==> config.mk <==
export PLATFORM = sky130hd
export DESIGN_NAME = sound_sequencer_flat
export DESIGN_NICKNAME = d
export VERILOG_FILES = /design/src/rtl/sound_sequencer_pkg.sv /design/src/rtl/sound_sequencer_if.sv /design/src/rtl/sound_sequencer_tick_gen.sv /design/src/rtl/sound_sequencer.sv /design/src/flat_wrapper.sv
export SDC_FILE = /design/constraint.sdc
export NUM_CORES = 1
export LEC_CHECK = 0
export CORE_UTILIZATION = 31
export DETAILED_ROUTE_END_ITERATION = 16
export SLEW_MARGIN = 10
export SYNTH_ARGS = -nofsm -noshare
export SYNTH_HDL_FRONTEND = slang
export SYNTH_SLANG_ARGS = --single-unit
==> constraint.sdc <==
create_clock -name clk -period 4.1 [get_ports clk]
set_input_delay 0.82 -clock clk [delete_from_list [all_inputs] [get_ports clk]]
set_output_delay 0.82 -clock clk [all_outputs]
set_load 0.01 [all_outputs]
==> src/rtl/sound_sequencer_pkg.sv <==
// Shared sound definitions: oscillator mode, sound IDs, note format and the note ROM.
package sound_pkg;

    typedef enum logic {
        OFF = 1'b0,
        ON  = 1'b1
    } MODE_TYPES;

    typedef enum logic [2:0] {
        ST_IDLE,
        ST_LOAD,
        ST_PLAY,
        ST_GAP,
        ST_DONE
    } seq_state_t;

    localparam int unsigned SND_MOVE  = 0;
    localparam int unsigned SND_EAT   = 1;
    localparam int unsigned SND_START = 2;
    localparam int unsigned SND_CRASH = 3;

    typedef struct packed {
        logic [8:0] freq;
        logic [7:0] dur;
    } note_t;

    // A dur of 0 terminates the sequence; a freq of 0 is a rest.
    function automatic note_t sound_rom(input int unsigned id, input int unsigned idx);
        note_t n;
        n = '{freq: '0, dur: '0};
        case (id)
            SND_MOVE: begin
                if (idx == 0) n = '{freq: 9'd262, dur: 8'd1};
            end
            SND_EAT: begin
                case (idx)
                    0:       n = '{freq: 9'd330, dur: 8'd2};
                    1:       n = '{freq: 9'd440, dur: 8'd2};
                    default: n = '{freq: '0, dur: '0};
                endcase
            end
            SND_START: begin
                case (idx)
                    0:       n = '{freq: 9'd262, dur: 8'd3};
                    1:       n = '{freq: 9'd330, dur: 8'd3};
                    2:       n = '{freq: 9'd392, dur: 8'd3};
                    3:       n = '{freq: 9'd494, dur: 8'd3};
                    default: n = '{freq: '0, dur: '0};
                endcase
            end
            SND_CRASH: begin
                case (idx)
                    0:       n = '{freq: 9'd196, dur: 8'd4};
                    1:       n = '{freq: 9'd0,   dur: 8'd2};
                    2:       n = '{freq: 9'd131, dur: 8'd8};
                    default: n = '{freq: '0, dur: '0};
                endcase
            end
            default: n = '{freq: '0, dur: '0};
        endcase
        return n;
    endfunction

endpackage

==> src/rtl/sound_sequencer_if.sv <==
// Request/oscillator bundle between the game FSM (master) and the sequencer (slave).
interface sound_sequencer_if #(
    parameter int unsigned NUM_REQ = 4
);
    import sound_pkg::*;

    localparam int unsigned ID_W = (NUM_REQ > 1) ? $clog2(NUM_REQ) : 1;

    logic               sound_en;
    logic [NUM_REQ-1:0] req;
    logic [8:0]         freq;
    MODE_TYPES          osc_state;
    logic               play_sound;
    logic               busy;
    logic [ID_W-1:0]    active_id;
    logic               done;

    modport master (
        output sound_en, req,
        input  freq, osc_state, play_sound, busy, active_id, done
    );

    modport slave (
        input  sound_en, req,
        output freq, osc_state, play_sound, busy, active_id, done
    );

endinterface

==> src/rtl/sound_sequencer_tick_gen.sv <==
// Duration tick generator: wraps every TICK_DIV enabled cycles, synchronous clear.
module sound_sequencer_tick_gen #(
    parameter int unsigned TICK_DIV = 100000
) (
    input  logic clk,
    input  logic nRst,
    input  logic en_i,
    input  logic clr_i,
    output logic tick_o
);
    localparam int unsigned CNT_W = (TICK_DIV > 1) ? $clog2(TICK_DIV) : 1;

    logic [CNT_W-1:0] cnt_q, cnt_d;
    logic             at_top;

    assign at_top = (cnt_q == CNT_W'(TICK_DIV - 1));
    assign tick_o = en_i && !clr_i && at_top;

    always_comb begin
        cnt_d = cnt_q;
        if (clr_i) begin
            cnt_d = '0;
        end else if (en_i) begin
            cnt_d = at_top ? '0 : cnt_q + CNT_W'(1);
        end
    end

    always_ff @(posedge clk or negedge nRst) begin
        if (!nRst) cnt_q <= '0;
        else       cnt_q <= cnt_d;
    end

endmodule

==> src/rtl/sound_sequencer.sv <==
// Priority sound-event sequencer driving the shared tone oscillator from the note ROM.
module sound_sequencer
    import sound_pkg::*;
#(
    parameter int unsigned NUM_REQ   = 4,
    parameter int unsigned MAX_NOTES = 4,
    parameter int unsigned TICK_DIV  = 100000,
    parameter int unsigned GAP_TICKS = 1
) (
    input logic              clk,
    input logic              nRst,
    sound_sequencer_if.slave bus
);
    localparam int unsigned ID_W  = (NUM_REQ > 1) ? $clog2(NUM_REQ) : 1;
    localparam int unsigned IDX_W = $clog2(MAX_NOTES) + 1;

    seq_state_t         state_q, state_d;
    logic [NUM_REQ-1:0] pending_q, pending_d;
    logic [NUM_REQ-1:0] req_v, cand;
    logic [ID_W-1:0]    active_id_q, active_id_d, grant_id;
    logic [IDX_W-1:0]   idx_q, idx_d, idx_next;
    logic [7:0]         rem_q, rem_d;
    logic [8:0]         freq_q, freq_d;
    MODE_TYPES          osc_q, osc_d;
    logic               play_q, play_d;
    logic               busy_q, busy_d;
    logic               done_q, done_d;
    logic               grant_any, in_sound, preempt, to_done;
    logic               tick, tick_en;
    note_t              note;

    assign tick_en = (state_q == ST_PLAY) || (state_q == ST_GAP);

    sound_sequencer_tick_gen #(
        .TICK_DIV (TICK_DIV)
    ) u_tick (
        .clk    (clk),
        .nRst   (nRst),
        .en_i   (tick_en),
        .clr_i  (!tick_en),
        .tick_o (tick)
    );

    assign note     = sound_rom(32'(active_id_q), 32'(idx_q));
    assign idx_next = idx_q + IDX_W'(1);

    // Requests for the sound already playing are dropped before they reach pending.
    always_comb begin
        req_v    = bus.req & {NUM_REQ{bus.sound_en}};
        in_sound = (state_q == ST_LOAD) || (state_q == ST_PLAY) || (state_q == ST_GAP);
        if (in_sound) req_v[active_id_q] = 1'b0;
        cand      = pending_q | req_v;
        grant_any = |cand;
        grant_id  = '0;
        for (int unsigned i = 0; i < NUM_REQ; i++) begin
            if (cand[i]) grant_id = ID_W'(i);
        end
        preempt = in_sound && grant_any && (grant_id > active_id_q);
    end

    always_comb begin
        state_d     = state_q;
        pending_d   = pending_q | req_v;
        active_id_d = active_id_q;
        idx_d       = idx_q;
        rem_d       = rem_q;
        freq_d      = freq_q;
        osc_d       = osc_q;
        play_d      = play_q;
        done_d      = 1'b0;
        to_done     = 1'b0;

        if (!bus.sound_en) begin
            state_d     = ST_IDLE;
            pending_d   = '0;
            active_id_d = '0;
            idx_d       = '0;
            rem_d       = '0;
            freq_d      = '0;
            osc_d       = OFF;
            play_d      = 1'b0;
        end else if ((state_q == ST_IDLE && grant_any) || preempt) begin
            state_d             = ST_LOAD;
            active_id_d         = grant_id;
            idx_d               = '0;
            pending_d[grant_id] = 1'b0;
            play_d              = 1'b0;
        end else begin
            case (state_q)
                ST_LOAD: begin
                    if (note.dur == '0) begin
                        to_done = 1'b1;
                    end else begin
                        state_d = ST_PLAY;
                        freq_d  = note.freq;
                        osc_d   = ON;
                        play_d  = (note.freq != '0);
                        rem_d   = note.dur;
                    end
                end
                ST_PLAY: begin
                    if (tick) begin
                        if (rem_q == 8'd1) begin
                            state_d = ST_GAP;
                            rem_d   = 8'(GAP_TICKS);
                            play_d  = 1'b0;
                        end else begin
                            rem_d = rem_q - 8'd1;
                        end
                    end
                end
                ST_GAP: begin
                    if (tick) begin
                        if (rem_q == 8'd1) begin
                            idx_d = idx_next;
                            if (idx_next == IDX_W'(MAX_NOTES)) to_done = 1'b1;
                            else                               state_d = ST_LOAD;
                        end else begin
                            rem_d = rem_q - 8'd1;
                        end
                    end
                end
                ST_DONE: state_d = ST_IDLE;
                default: state_d = ST_IDLE;
            endcase
        end

        if (to_done) begin
            state_d = ST_DONE;
            done_d  = 1'b1;
            play_d  = 1'b0;
            osc_d   = OFF;
            freq_d  = '0;
        end

        busy_d = (state_d != ST_IDLE);
    end

    always_ff @(posedge clk or negedge nRst) begin
        if (!nRst) begin
            state_q     <= ST_IDLE;
            pending_q   <= '0;
            active_id_q <= '0;
            idx_q       <= '0;
            rem_q       <= '0;
            freq_q      <= '0;
            osc_q       <= OFF;
            play_q      <= 1'b0;
            busy_q      <= 1'b0;
            done_q      <= 1'b0;
        end else begin
            state_q     <= state_d;
            pending_q   <= pending_d;
            active_id_q <= active_id_d;
            idx_q       <= idx_d;
            rem_q       <= rem_d;
            freq_q      <= freq_d;
            osc_q       <= osc_d;
            play_q      <= play_d;
            busy_q      <= busy_d;
            done_q      <= done_d;
        end
    end

    assign bus.freq       = freq_q;
    assign bus.osc_state  = osc_q;
    assign bus.play_sound = play_q;
    assign bus.busy       = busy_q;
    assign bus.active_id  = active_id_q;
    assign bus.done       = done_q;

endmodule

==> src/flat_wrapper.sv <==
// flat-port wrapper written by rule: the top's interface ports become plain ports
module sound_sequencer_flat import sound_pkg::*;
#(
    parameter int unsigned NUM_REQ   = 4,
    parameter int unsigned MAX_NOTES = 4,
    parameter int unsigned TICK_DIV  = 100000,
    parameter int unsigned GAP_TICKS = 1
)
  (clk, nRst, bus_sound_en, bus_req, bus_freq, bus_osc_state, bus_play_sound, bus_busy, bus_active_id, bus_done);
  sound_sequencer_if #(.NUM_REQ(NUM_REQ)) bus_i ();
  input logic clk;
  input logic nRst;
  input wire logic [$bits(bus_i.sound_en)-1:0] bus_sound_en;
  input wire logic [$bits(bus_i.req)-1:0] bus_req;
  output wire logic [$bits(bus_i.freq)-1:0] bus_freq;
  output wire logic [$bits(bus_i.osc_state)-1:0] bus_osc_state;
  output wire logic [$bits(bus_i.play_sound)-1:0] bus_play_sound;
  output wire logic [$bits(bus_i.busy)-1:0] bus_busy;
  output wire logic [$bits(bus_i.active_id)-1:0] bus_active_id;
  output wire logic [$bits(bus_i.done)-1:0] bus_done;
  assign bus_i.sound_en = bus_sound_en;
  assign bus_i.req = bus_req;
  assign bus_freq = bus_i.freq;
  assign bus_osc_state = bus_i.osc_state;
  assign bus_play_sound = bus_i.play_sound;
  assign bus_busy = bus_i.busy;
  assign bus_active_id = bus_i.active_id;
  assign bus_done = bus_i.done;
  sound_sequencer #(.NUM_REQ(NUM_REQ), .MAX_NOTES(MAX_NOTES), .TICK_DIV(TICK_DIV), .GAP_TICKS(GAP_TICKS)) u_core (.clk(clk), .nRst(nRst), .bus(bus_i));
endmodule
Word-level counts from Yosys, hierarchy flattened:

Cells that the tools add are included.

* reductions and logical operators: 21
* muxes and demuxes: 67
* equality and inequality tests: 29
* add/sub/neg operators: 3
* bitwise gates (word level): 6
* magnitude comparators: 5

Operators with widths (count)
* $pmux W17 S4: 2
* $mux W8: 7
* $mux W17: 3
* $pmux W16 S3: 1
* $mux W9: 5
* $mux W3: 14
* $pmux W17 S2: 1
* $pmux W8 S3: 1
* $mux W1: 21
* $add A17 B1 Y17 const B: 1
* $eq A17 B17 Y1 const B: 1
* $and A4 B4 Y4: 3
* $eq A3 B2 Y1 const B: 4
* $mux W4: 3
* $ne A3 B1 Y1 const B: 4
* $ne A3 B2 Y1 const B: 4
* $ne A5 B4 Y1 const B: 2
* $pmux W3 S3: 1
* $reduce_bool A9 Y1: 1
* $eq A8 B1 Y1 const B: 1
* $logic_not A8 Y1: 1
* $mux W2: 4
* $not A4 Y4: 2
* $sub A8 B1 Y8 const B: 1
* other kinds (26): 43

* output and inout port bits: 15
* input bits: 7
* logic and storage cells: 142
* register bits after elaboration: 50

Logic depth before layout (Yosys ltp):

* word-level depth: 19
* depth in mapped cells: 14
* depth with buffers taken out: 12

Modules after synthesis:

A second synthesis with hierarchy kept.

* cell total of the unflattened synthesis: 346
* area, all modules: 3121.7 µm²

By module, submodules not included
* sound_sequencer: area an instance 2083.2 µm², sequential area each 825.8 µm², cells each 231, instances 1
* sound_sequencer_tick_gen: area an instance 1038.5 µm², sequential area each 425.4 µm², cells each 115, instances 1

Least setup slack after synthesis:

OpenSTA, ideal clock, no wires.

* kind: reg2reg
* from: register u_core.active_id_q[0] (netlist: u_core.bus.active_id[0])
* to: register u_core.rem_q[4]
* cell stages (with the launch flop): 15
* arrival time: 2.835 ns
* path slack: 1.138 ns
* required time: 3.974 ns
* cell sequence: dfrtp_1 > clkbuf_1 > nor2b_1 > nand2b_1 > a31oi_1 > nor2_1 > nor2_1 > ha_1 > nand2_1 > o21ai_0 > a21oi_1 > o41a_1 > buf_6 > nor4_1 > a311o_1

* longest elaborated chain between the ends: 16

Ends and longest elaborated chain
* start: declaration: RTL line sound_sequencer.sv:20 `logic [ID_W-1:0] active_id_q, active_id_d, grant_id;`
* start signal: assignment: RTL line sound_sequencer.sv:154 `active_id_q <= active_id_d;`
* $lt A2 B3 Y1 (not written as such) or $ge A2 B1 Y1 (tied branches): RTL line sound_sequencer.sv:51 `if (in_sound) req_v[active_id_q] = 1'b0;`
* $logic_and A1 B1 Y1 (not written as such): RTL line sound_sequencer.sv:51
* $mux W1 (not written as such): RTL line sound_sequencer.sv:51
* $demux W1 S2
* $not A4 Y4 (no source line)
* $and A4 B4 Y4 (no source line)
* $mux W4: RTL line sound_sequencer.sv:51
* $or A4 B4 Y4: RTL line sound_sequencer.sv:52 `cand = pending_q | req_v;`
* $mux W1: RTL line sound_sequencer.sv:56 `if (cand[i]) grant_id = ID_W'(i);`
* $mux W2 (2 in series): RTL line sound_sequencer.sv:56
* $gt A2 B2 Y1: RTL line sound_sequencer.sv:58 `preempt = in_sound && grant_any && (grant_id > active_id_q);`
* $logic_and A1 B1 Y1: RTL line sound_sequencer.sv:58
* $logic_or A1 B1 Y1: RTL line sound_sequencer.sv:82 `end else if ((state_q == ST_IDLE && grant_any) || preempt) begin`
* $ne A2 B2 Y1 (no source line)
* $reduce_and A6 Y1 (no source line)
* end signal: assignment: RTL line sound_sequencer.sv:156 `rem_q <= rem_d;`
* end: declaration: RTL line sound_sequencer.sv:22 `logic [7:0] rem_q, rem_d;`

Several ways; a longest one is shown, not always the timed one. The select of a mux whose other input is x is not followed.
A chain may end at the register's enable or synchronous reset.

Final worst setup path:

* from: input port bus_sound_en
* to: register u_core.freq_q[3] (netlist: u_core.bus.freq[3])

* longest elaborated chain between the ends: 14

Ends and longest elaborated chain
* start: declaration: RTL line flat_wrapper.sv:13 `input wire logic [$bits(bus_i.sound_en)-1:0] bus_sound_en;`
* $and A4 B4 Y4: RTL line sound_sequencer.sv:49 `req_v = bus.req & {NUM_REQ{bus.sound_en}};`
* $and A4 B4 Y4 (no source line)
* $mux W4: RTL line sound_sequencer.sv:51
* $or A4 B4 Y4: RTL line sound_sequencer.sv:52
* $mux W1: RTL line sound_sequencer.sv:56
* $mux W2 (2 in series): RTL line sound_sequencer.sv:56
* $gt A2 B2 Y1: RTL line sound_sequencer.sv:58
* $logic_and A1 B1 Y1: RTL line sound_sequencer.sv:58
* $logic_or A1 B1 Y1: RTL line sound_sequencer.sv:82
* $mux W1: RTL line sound_sequencer.sv:82
* $mux W1: RTL line sound_sequencer.sv:73 `if (!bus.sound_en) begin`
* $ne A3 B1 Y1 (no source line) or $ne A3 B2 Y1 (tied branches)
* $reduce_and A3 Y1 (no source line)
* end signal: assignment: RTL line sound_sequencer.sv:157 `freq_q <= freq_d;`
* end: declaration: RTL line sound_sequencer.sv:23 `logic [8:0] freq_q, freq_d;`

Several ways; a longest one is shown, not always the timed one.

==> qor.txt <==
Antenna Cells: 0
Root Buffer: clkbuf_8
All-Layer GR Usage: 14.5%
num ports: 22
Syn. warnings: 0
Post-CTS Setup Repair Bufs: 0
RSZ-0062 raised after global routing: no
first-pass GRT wire length: 11.4 mm
clock period minus worst slack: 3.39 ns
worst r2r src: u_core.bus.active_id[1]$_DFFE_PN0P_
Worst VDD drop: 0.000285 V
DP Wirelength: 4.94 mm
CTS Hold Bufs: 0
aggregate routed wire length: 6.69 mm
Netlist Area Pre-Place: 2900 um^2
crit path capture type: flip-flop
Hold WC Path Type: in -> async
leading area contributor after synthesis: dfrtp_1
initial antenna violation count: 0
Yosys top cell area share: 43.2%
CTS sink cnt: 50
Syn Nets: 331
P per Cell Area: 524 nW/um^2
DRT iter0 DRCs: 170
launch point of the worst path: bus_sound_en
Clock Skew: 0.00969 ns
dpl cells: 435
drt drc: 0
Hold Violations, Final: 0
Final Cell Area: 3330 um^2
worst slew pin tran: 0.720 ns
Syn-to-layout area delta: 14.9%
status: finished, final reports clean
Synth area leaders: dfrtp_1 43%, nor2_1 5.8%, ha_1 4.7%
CP startpoint kind: input port
die width: 98.7 um
maximum fanout along the worst path: 11
ratio of cells with drive above 1 in the final layout: 7.16%
max-slew violation count: 0
largest net degree at the start of global routing: 30
1st-pass router iterations: 5
num rows: 34
total grt overflow: 0
commonest non-fill, non-tap cell in the layout: dfrtp_1
clk buf depth: 2
CTS buffer count: 5
Vias/cell: 5.45
core box area: 8890 um^2
Layout Nets: 352
H-tree Lvls: 2
die footprint: 9740 um^2
number of flops mapped to enable cells by yosys: 0
Unique masters post-synth: 61
DP Area: 3220 um^2
final cell count without fillers: 443
Clock Latency Late Sink: 0.30 ns
Seq/Total Area, Yosys: 43.2%
FFs w/ async S/R, synth: 100%
Routed Antenna Nets: 0
Worst EP required: 4.34 ns
Synth Flop Type: dfrtp_1
period utilisation layout: 82.6%
total number of vias: 2,414
Worst slew margin: 51.5%
Starting Density: 32.6%
FMAX: 295 MHz
post-CTS sizing: 0
Mapped Cells: 313
Place WS: 0.418 ns
DIE HEIGHT: 98.7 um
GPL Wtd Cong: 0.863
Final TNS setup: 0 ns
leakage: 1.42 nW
vias in the first global route: 2,313
Crit Path Category: in -> reg
drt wl/cell: 15.1 um
number of port buffers: 21
CTS tree: built
Avg Inst Size Synth: 9.26 um^2
crit path DAT: 3.63 ns
Setup-failing EPs final: 0
Yosys reg bits: 50
most frequent cells in the layout: 50 x dfrtp_1, 45 x nor2_1, 24 x nand2_1
clk slew on worst S/H paths: 0.10 ns
setup ws final: 0.715 ns
max capacitance violation total: 0
-- cells in the mapped netlist, types with 6 or more instances --
cell type   n
a21oi_1    17
and3_1      7
clkbuf_1   10
dfrtp_1    50
ha_1       11
inv_1       8
nand2_1    24
nand3_1    10
nor2_1     45
nor2b_1     6
nor3_1      7
o21ai_0    14
xor2_1     11
-- final timing paths --
check	to	slack, ns	cells past startpoint
min in group clk	u_core.u_tick.cnt_q[0]$_DFF_PN0_	0.48	1
min	u_core.bus.freq[7]$_DFFE_PN0P_	0.46	1
max in group asynchronous	u_core.bus.active_id[1]$_DFFE_PN0P_	2.88	2
min reg2reg	u_core.u_tick.cnt_q[0]$_DFF_PN0_	0.48	1
max	u_core.bus.freq[3]$_DFFE_PN0P_	0.71	13
max reg2reg	u_core.bus.freq[3]$_DFFE_PN0P_	0.87	12
-- layer usage --
| layer | wire, um | track usage, % |
|---|---|---|
| met1 | 3300 | 21.0 |
| met2 | 3110 | 22.5 |
| met3 | 255 | 2.55 |
| met4 | 30 | 3.33 |
| met5 | 0 | 0 |
-- sequential cells by signal (all words and copies together) (netlist names) --
register,cells
u_core.state_q,3
u_core.idx_q,3
u_core.bus.osc_state,1
u_core.bus.busy,1
u_core.rem_q,8
u_core.bus.play_sound,1
u_core.bus.freq,9
u_core.pending_q,4
u_core.bus.done,1
u_core.bus.active_id,2
u_core.u_tick.cnt_q,17
-- cell families (layout without fill, tap and decap cells) --
group | count (synthesis) | in the layout | share of synthesized area, %
AOI/OAI and AO/OA | 86 | 86 | 21.7
xor gates and xnor gates | 15 | 15 | 4.53
adders and majority gates | 11 | 11 | 4.75
buffers and inverters | 24 | 46 | 3.67
DFF | 50 | 50 | 43.2
muxes | 2 | 2 | 0.734
and+or+nand+nor | 125 | 125 | 21.4
-- report_power, final --
part	internal, mW	switching (mW)	total (mW)
sequential	0.560	0.0859	0.646
combinational	0.296	0.455	0.750
clock	0.183	0.168	0.351
total	1.04	0.708	1.75
-- critical path: stages --
cell,delay (ns)
clkdlybuf4s50_1,0.46
a21o_1,0.21
o31ai_4,0.08
inv_2,0.08
nor2_4,0.13
inv_2,0.07
ha_1,0.28
nor2b_1,0.12
o21ai_0,0.08
a21oi_1,0.19
o41a_1,0.45
o31a_1,0.44
a22o_1,0.20
-- layout make-up --
| type | instances | area [um^2] |
|---|---|---|
| clock buffer | 5 | 68.8 |
| clock inverter | 3 | 43.8 |
| fill | 898 | 5560 |
| inverter | 11 | 41.3 |
| multi-input combinational | 239 | 1540 |
| sequential | 50 | 1250 |
| tap | 108 | 135 |
| timing repair buffer | 27 | 250 |
-- metrics by stage --
stage          power (mW)  utilization (%)  hold WS, ns
6_report             1.75             37.5        0.462
5_1_grt              1.87             37.5        0.498
4_1_cts              1.75             37.5        0.475
3_5_place_dp         1.39             36.2        0.467
3_3_place_gp         1.39             36.2        0.465
2_1_floorplan        1.16                -        0.448
Note: power is estimated with default switching activity, not from simulation.
